<file path="src/rtl/his_peak_finder.sv">
// Histogram peak finder: scans every bin through a synchronous read port,
// keeps the first maximum, then fetches its two neighbours for interpolation.
module his_peak_finder #(
  parameter int NB_W     = 10,
  parameter int NUM_BINS = 1024,
  parameter int CNT_W    = 21
) (
  input  logic             clk,
  input  logic             res,
  input  logic             start,
  input  logic [CNT_W-1:0] min_count,
  output logic             rd_en,
  output logic [NB_W-1:0]  rd_addr,
  input  logic [CNT_W-1:0] rd_data,
  output logic             busy,
  output logic             done,
  output logic             peak_found,
  output logic [NB_W-1:0]  peak_addr,
  output logic [CNT_W-1:0] peak_count,
  output logic [CNT_W-1:0] left_count,
  output logic [CNT_W-1:0] right_count
);

  localparam logic [NB_W-1:0] LAST = NB_W'(NUM_BINS - 1);

  typedef enum logic [1:0] {IDLE, SCAN, NEIGH, DONE} state_t;

  state_t           state, state_nxt;
  logic [1:0]       nph;
  logic             vld_q;
  logic [NB_W-1:0]  addr_q;
  logic [CNT_W-1:0] minc_q, max_q, max_nxt, lcap_q;
  logic [NB_W-1:0]  idx_q, idx_nxt;
  logic             upd;

  always_ff @(posedge clk or negedge res) begin
    if (!res) state <= IDLE;
    else      state <= state_nxt;
  end

  always_comb begin
    state_nxt = state;
    case (state)
      IDLE:  if (start)    state_nxt = SCAN;
      SCAN:  if (!rd_en)   state_nxt = NEIGH;
      NEIGH: if (nph == 2) state_nxt = DONE;
      DONE:                state_nxt = IDLE;
      default:             state_nxt = IDLE;
    endcase
  end

  // Strict compare keeps the lowest address on ties; the final index is
  // needed combinationally on the drain edge to issue the left neighbour.
  always_comb begin
    upd     = (state == SCAN) && vld_q && (rd_data > max_q);
    max_nxt = upd ? rd_data : max_q;
    idx_nxt = upd ? addr_q  : idx_q;
  end

  always_ff @(posedge clk or negedge res) begin
    if (!res) begin
      rd_en       <= 1'b0;
      rd_addr     <= '0;
      busy        <= 1'b0;
      done        <= 1'b0;
      peak_found  <= 1'b0;
      peak_addr   <= '0;
      peak_count  <= '0;
      left_count  <= '0;
      right_count <= '0;
      nph         <= '0;
      vld_q       <= 1'b0;
      addr_q      <= '0;
      minc_q      <= '0;
      max_q       <= '0;
      idx_q       <= '0;
      lcap_q      <= '0;
    end else begin
      vld_q  <= rd_en;
      addr_q <= rd_addr;
      done   <= 1'b0;
      case (state)
        IDLE: if (start) begin
          minc_q  <= min_count;
          max_q   <= '0;
          idx_q   <= '0;
          busy    <= 1'b1;
          rd_en   <= 1'b1;
          rd_addr <= '0;
        end
        SCAN: begin
          max_q <= max_nxt;
          idx_q <= idx_nxt;
          if (rd_en) begin
            if (rd_addr == LAST) rd_en   <= 1'b0;
            else                 rd_addr <= rd_addr + 1'b1;
          end else begin
            rd_en   <= (idx_nxt != '0);
            rd_addr <= idx_nxt - 1'b1;
            nph     <= '0;
          end
        end
        NEIGH: begin
          nph <= nph + 1'b1;
          case (nph)
            2'd0: begin
              rd_en   <= (idx_q != LAST);
              rd_addr <= idx_q + 1'b1;
            end
            2'd1: begin
              rd_en  <= 1'b0;
              lcap_q <= vld_q ? rd_data : '0;
            end
            default: begin
              // Publish all results together so they stay coherent.
              right_count <= vld_q ? rd_data : '0;
              left_count  <= lcap_q;
              peak_addr   <= idx_q;
              peak_count  <= max_q;
              peak_found  <= (max_q >= minc_q);
              done        <= 1'b1;
            end
          endcase
        end
        DONE: busy <= 1'b0;
        default: ;
      endcase
    end
  end

endmodule

</file>
<file path="config.mk">
export PLATFORM = sky130hd
export DESIGN_NAME = his_peak_finder
export DESIGN_NICKNAME = d
export VERILOG_FILES = /design/src/rtl/his_peak_finder.sv
export SDC_FILE = /design/constraint.sdc
export NUM_CORES = 1
export LEC_CHECK = 0
export BUFFER_PORTS_ARGS = -buffer_cell sky130_fd_sc_hd__clkbuf_2
export CAP_MARGIN = 20
export CORE_ASPECT_RATIO = 0.75
export CORE_UTILIZATION = 55
export CTS_CLUSTER_DIAMETER = 60
export DETAILED_ROUTE_END_ITERATION = 8
export PLACE_DENSITY_LB_ADDON = 0.25
export REMOVE_ABC_BUFFERS = 1
export SKIP_LAST_GASP = 1
export SLEW_MARGIN = 20
export SYNTH_ARGS = -nofsm -noshare
export SYNTH_HDL_FRONTEND = slang
export SYNTH_SLANG_ARGS = --single-unit
</file>
<file path="constraint.sdc">
create_clock -name clk -period 5.32 [get_ports clk]
set_input_delay 1.064 -clock clk [delete_from_list [all_inputs] [get_ports clk]]
set_output_delay 1.064 -clock clk [all_outputs]
set_load 0.02 [all_outputs]
</file>
# Word level (Yosys, flattened, before mapping)
# Index checks and enable logic that the tools add are counted.
op_classes:
  n_addsub: 4
  n_lt_le_gt_ge: 2
  eq_ne: 14
  muxes: 25
  n_bitwise: 1
  n_reduce_logical: 20
op_table:
  columns: ["cell", "n"]
  rows:
  - ["$mux W21", 3]
  - ["$mux W10", 5]
  - ["$pmux W21 S2", 1]
  - ["$pmux W10 S3", 1]
  - ["$ge A21 B21 Y1", 1]
  - ["$gt A21 B21 Y1", 1]
  - ["$add A10 B1 Y10 const B", 2]
  - ["$pmux W10 S2", 1]
  - ["$reduce_and A2 Y1", 6]
  - ["$eq A10 B10 Y1 const B", 1]
  - ["$ne A10 B10 Y1 const B", 1]
  - ["$reduce_bool A10 Y1", 1]
  - ["$sub A10 B1 Y10 const B", 1]
  - ["$reduce_and A3 Y1", 3]
  - ["$mux W2", 4]
  - ["$ne A2 B2 Y1 const B", 4]
  - ["$pmux W2 S4", 1]
  - ["$eq A2 B2 Y1 const B", 3]
  - ["$reduce_bool A2 Y1", 3]
  - ["$mux W1", 5]
  - ["$eq A2 B1 Y1 const B", 2]
  - ["$logic_not A2 Y1", 2]
  - ["$pmux W1 S2", 2]
  - ["$pmux W2 S2", 1]
  - ["10 further kinds", 11]
totals:
  register_bits: 175
  input_bits: 45
  wordCells: 83

# Logic depth before layout (Yosys ltp)
depth:
  depth_word: 7
  ltp_mapped: 18
  mapped_depth_nobuf: 15

# Worst setup path after synthesis
# No wires, ideal clock.
synth_path:
  path_kind: "input port to flip-flop"
  start: "input rd_data[1]"
  end: "register rd_addr[8]"
  setup_ns: 0.123
  arrival_ns: 4.355
  slack_ns: 0.842
  path_stages: 16
  cell_sequence: "ha_1 > and4b_1 > o21a_1 > o311a_4 > nand3b_4 > and2_1 > buf_6 > buf_6 > mux2i_1 > ha_1 > clkbuf_1 > inv_1 > or4_1 > xnor2_1 > o211a_1 > o221a_1"
synth_via:
  elab_chain_cells: 6
synth_lines:
  columns: ["element", "line_no", "source"]
  rows:
  - ["start, declared", "14", "input logic [CNT_W-1:0] rd_data,"]
  - ["$gt A21 B21 Y1", "55", "upd = (state == SCAN) && vld_q && (rd_data > max_q);"]
  - ["$logic_and A1 B1 Y1", "55", null]
  - ["$mux W10", "57", "idx_nxt = upd ? addr_q : idx_q;"]
  - ["$sub A10 B1 Y10", "99", "rd_addr <= idx_nxt - 1'b1;"]
  - ["$mux W10", "94", "if (rd_en) begin"]
  - ["$pmux W10 S3", "82", "case (state)"]
  - ["end signal, assigned", "96", "else rd_addr <= rd_addr + 1'b1;"]
  - ["end signal, assigned", "99", null]
  - ["end signal, assigned", "108", "rd_addr <= idx_q + 1'b1;"]
  - ["end, declared", "13", "output logic [NB_W-1:0] rd_addr,"]
# No other way between the ends.
# A chain may end at the register's enable or synchronous reset.

# Worst setup path after layout
layout_path:
  start: "input rd_data[20]"
  end: "register rd_addr[8]"
# Same word-level chain as after synthesis.

==> results.sh <==
export IMPL_htreeDepth=4
export IMPL_vias=7005
export IMPL_core_area_sq_um=15320
export IMPL_postCtsSetupBuffers=0
export IMPL_antennaDiodeCount=0
export IMPL_finalHoldViolCount=0
export IMPL_ys_ff_latch=175
export IMPL_fmaxAchievable_mhz=231.5
export IMPL_portBuffers=131
export IMPL_cts_inserted_buffers=17
export IMPL_synth_area_leader_cell="dfrtp_1"
export IMPL_routed_wl_microns=21740
export IMPL_drive_above_1_share=0.2176
export IMPL_dp_slack_ns=0.5766
export IMPL_fillers=1285
export IMPL_die_x_microns=147.2
export IMPL_crit_path_start_kind="input pin"
export IMPL_async_flop_share=1.000
export IMPL_crit_path_max_fanout=9
export IMPL_cts_hold_buf=0
export IMPL_power_density_nw_per_um2=388.6
export IMPL_netlist_top_cells_area="dfrtp_1 50%, nand2_1 8.2%, ha_1 7.5%, o21ai_0 3.9%, inv_1 2.9%"
export IMPL_stdcell_area_sq_um=10070
export IMPL_hpwl_microns=15430
export IMPL_die_h_microns=110.9
export IMPL_wl_per_cell_microns=17.68
export IMPL_setup_viol=0
export IMPL_drc=0
export IMPL_fin_tns_setup_ns=0
export IMPL_hold_class="flip-flop to flip-flop"
export IMPL_dp_cells=1198
export IMPL_drv_slew=0
export IMPL_endpoint_kind="flip-flop"
export IMPL_irDropWorstVdd_v=0.0002642
export IMPL_area_delta_synth_final_pct=15.73
export IMPL_initial_core_util=0.5678
export IMPL_rsz0062_at_grt="false"
export IMPL_first_pass_iters=5
export IMPL_seq_area_frac_synth=0.5034
export IMPL_setup_slack_ns=0.9996
export IMPL_worstMarginPinSlew_ns=1.106
export IMPL_yosys_warnings=0
export IMPL_syn_avg_cell_area_sq_um=9.655
export IMPL_utilization=0.6571
export IMPL_post_dp_cell_area_sq_um=9474
export IMPL_clkTransAtPathRegs_ns=0.07
export IMPL_clockBufferDepth=2
export IMPL_via_per_inst=5.695
export IMPL_die_area_sq_um=16330
export IMPL_seq_area_sq_um=4379
export IMPL_cts_sinks=175
export IMPL_grt_pass1_wl_microns=35840
export IMPL_skew_ns=0.01049
export IMPL_drt_iter0_drc=767
export IMPL_clock_latency_ns=0.44
export IMPL_overflow=0
export IMPL_max_cap_violations=0
export IMPL_rows=39
export IMPL_final_cell_mix="189 x nand2_1, 175 x dfrtp_1, 130 x clkbuf_2"
export IMPL_fin_crit_sh=0.8121
export IMPL_antenna_found_initial=0
export IMPL_ys_flop_type="dfrtp_1"
export IMPL_finalCriticalPeriod_ns=4.320
export IMPL_p_leak_nw=5.088
export IMPL_grt_usage=0.2852
export IMPL_num_io_pins=132
export IMPL_num_nets_final=1109
export IMPL_final_common_cell="nand2_1"
export IMPL_multiInputGateArea_sq_um=3850
export IMPL_grt_max_degree=105
export IMPL_gp_congestion=0.9067
export IMPL_ys_types=58
export IMPL_cts_tree="yes"
export IMPL_grt_pass1_vias=6573
export IMPL_slew_headroom=0.2627
export IMPL_ant_nets=0
export IMPL_syn_area_sq_um=8700
export IMPL_final_cells=1230
export IMPL_synth_edf_count=0
export IMPL_status="finished, final reports clean"
export IMPL_critical_path_class="input pin to flip-flop"
export IMPL_worstPathRequired_ns=5.64
export IMPL_cts_resized=0
export IMPL_syn_inst=901
export IMPL_ctsRootBufferMaster="clkbuf_16"
export IMPL_synth_top_area_frac=0.5034
export IMPL_cp_arrival_ns=4.64
-- logic make-up after synthesis --
kind of cell / count (synthesis) / synth area share
AND/OR/NAND/NOR: 301 / 0.1566
AO/OA/AOI/OAI: 201 / 0.1486
flip-flops: 175 / 0.5034
buffers and inverters: 117 / 0.05465
adder cells (fa/ha/maj): 52 / 0.07479
XOR/XNOR: 30 / 0.03020
multiplexers: 25 / 0.03179
-- state kept, by name (all words and copies together) (netlist names), 10 cells and up --
register / flops
addr_q: 10
minc_q: 21
idx_q: 10
left_count: 21
peak_count: 21
max_q: 21
peak_addr: 10
rd_addr: 10
right_count: 21
lcap_q: 21
-- worst paths after layout --
kind                       depth (start not counted)         from       endpoint  slack [ns]
min in group asynchronous                          1          res  left_count[5]        0.72
hold reg to reg                                    2    lcap_q[4]  left_count[4]        0.47
max in group asynchronous                          2          res      minc_q[9]        3.52
setup / recovery                                  14  rd_data[20]     rd_addr[8]         1.0
setup reg to reg                                  14    max_q[19]     rd_addr[8]        1.17
hold / removal                                     2    lcap_q[4]  left_count[4]        0.47
-- layout make-up --
class                      instances  share of cell area
clock inverter                    15             0.01678
multi-input combinational        609              0.3824
inverter                          69             0.02572
tap                              205             0.02548
timing repair buffer             140             0.07245
clock buffer                      17             0.04225
sequential                       175              0.4349
-- layer usage --
layer  global-route usage  routed length [microns]  share of wire  vias to the layer above
met1               0.4645                    10970           0.50                     3345
met5                    0                        0              0                        -
li1                     -                        -              -                     3339
met4              0.07629                      280          0.013                        0
met2               0.3792                     8710           0.40                      294
met3              0.05761                     1782          0.082                       27
-- synth_stat cells, types with 19 or more instances --
master,number
nand3_1,19
a21oi_1,20
mux2_2,21
o21ai_1,25
nand2_1,189
o21ai_0,68
clkbuf_1,37
nand4_1,34
dfrtp_1,175
inv_1,67
o21ai_2,20
xnor2_1,24
ha_1,52
-- worst max-delay path, stage by stage --
cell      delay (ns)
clkbuf_2        0.12
ha_1            0.34
nand4_1         0.21
nor2_1          0.27
o311a_4         0.26
nand3b_4        0.18
and2_1          0.22
mux2i_1         0.32
ha_1            0.40
inv_1           0.16
or4_1           0.51
xnor2_1         0.15
o211a_1         0.21
o221a_1         0.21
-- through the flow --
step                hold slack [ns]  total power, mW
floorplan                    0.4386            2.295
global placement             0.4432            2.631
detailed placement           0.4486            2.650
CTS                          0.4672            3.910
global route                 0.4866            4.126
finish                       0.4671            3.913
-- power by group --
group / internal, mW / total [mW] / switching (mW)
sequential: 1.43 / 1.56 / 0.129
clock: 0.669 / 1.25 / 0.583
combinational: 0.422 / 1.10 / 0.680
total: 2.52 / 3.91 / 1.39
Note: power is estimated with default switching activity, not from simulation.
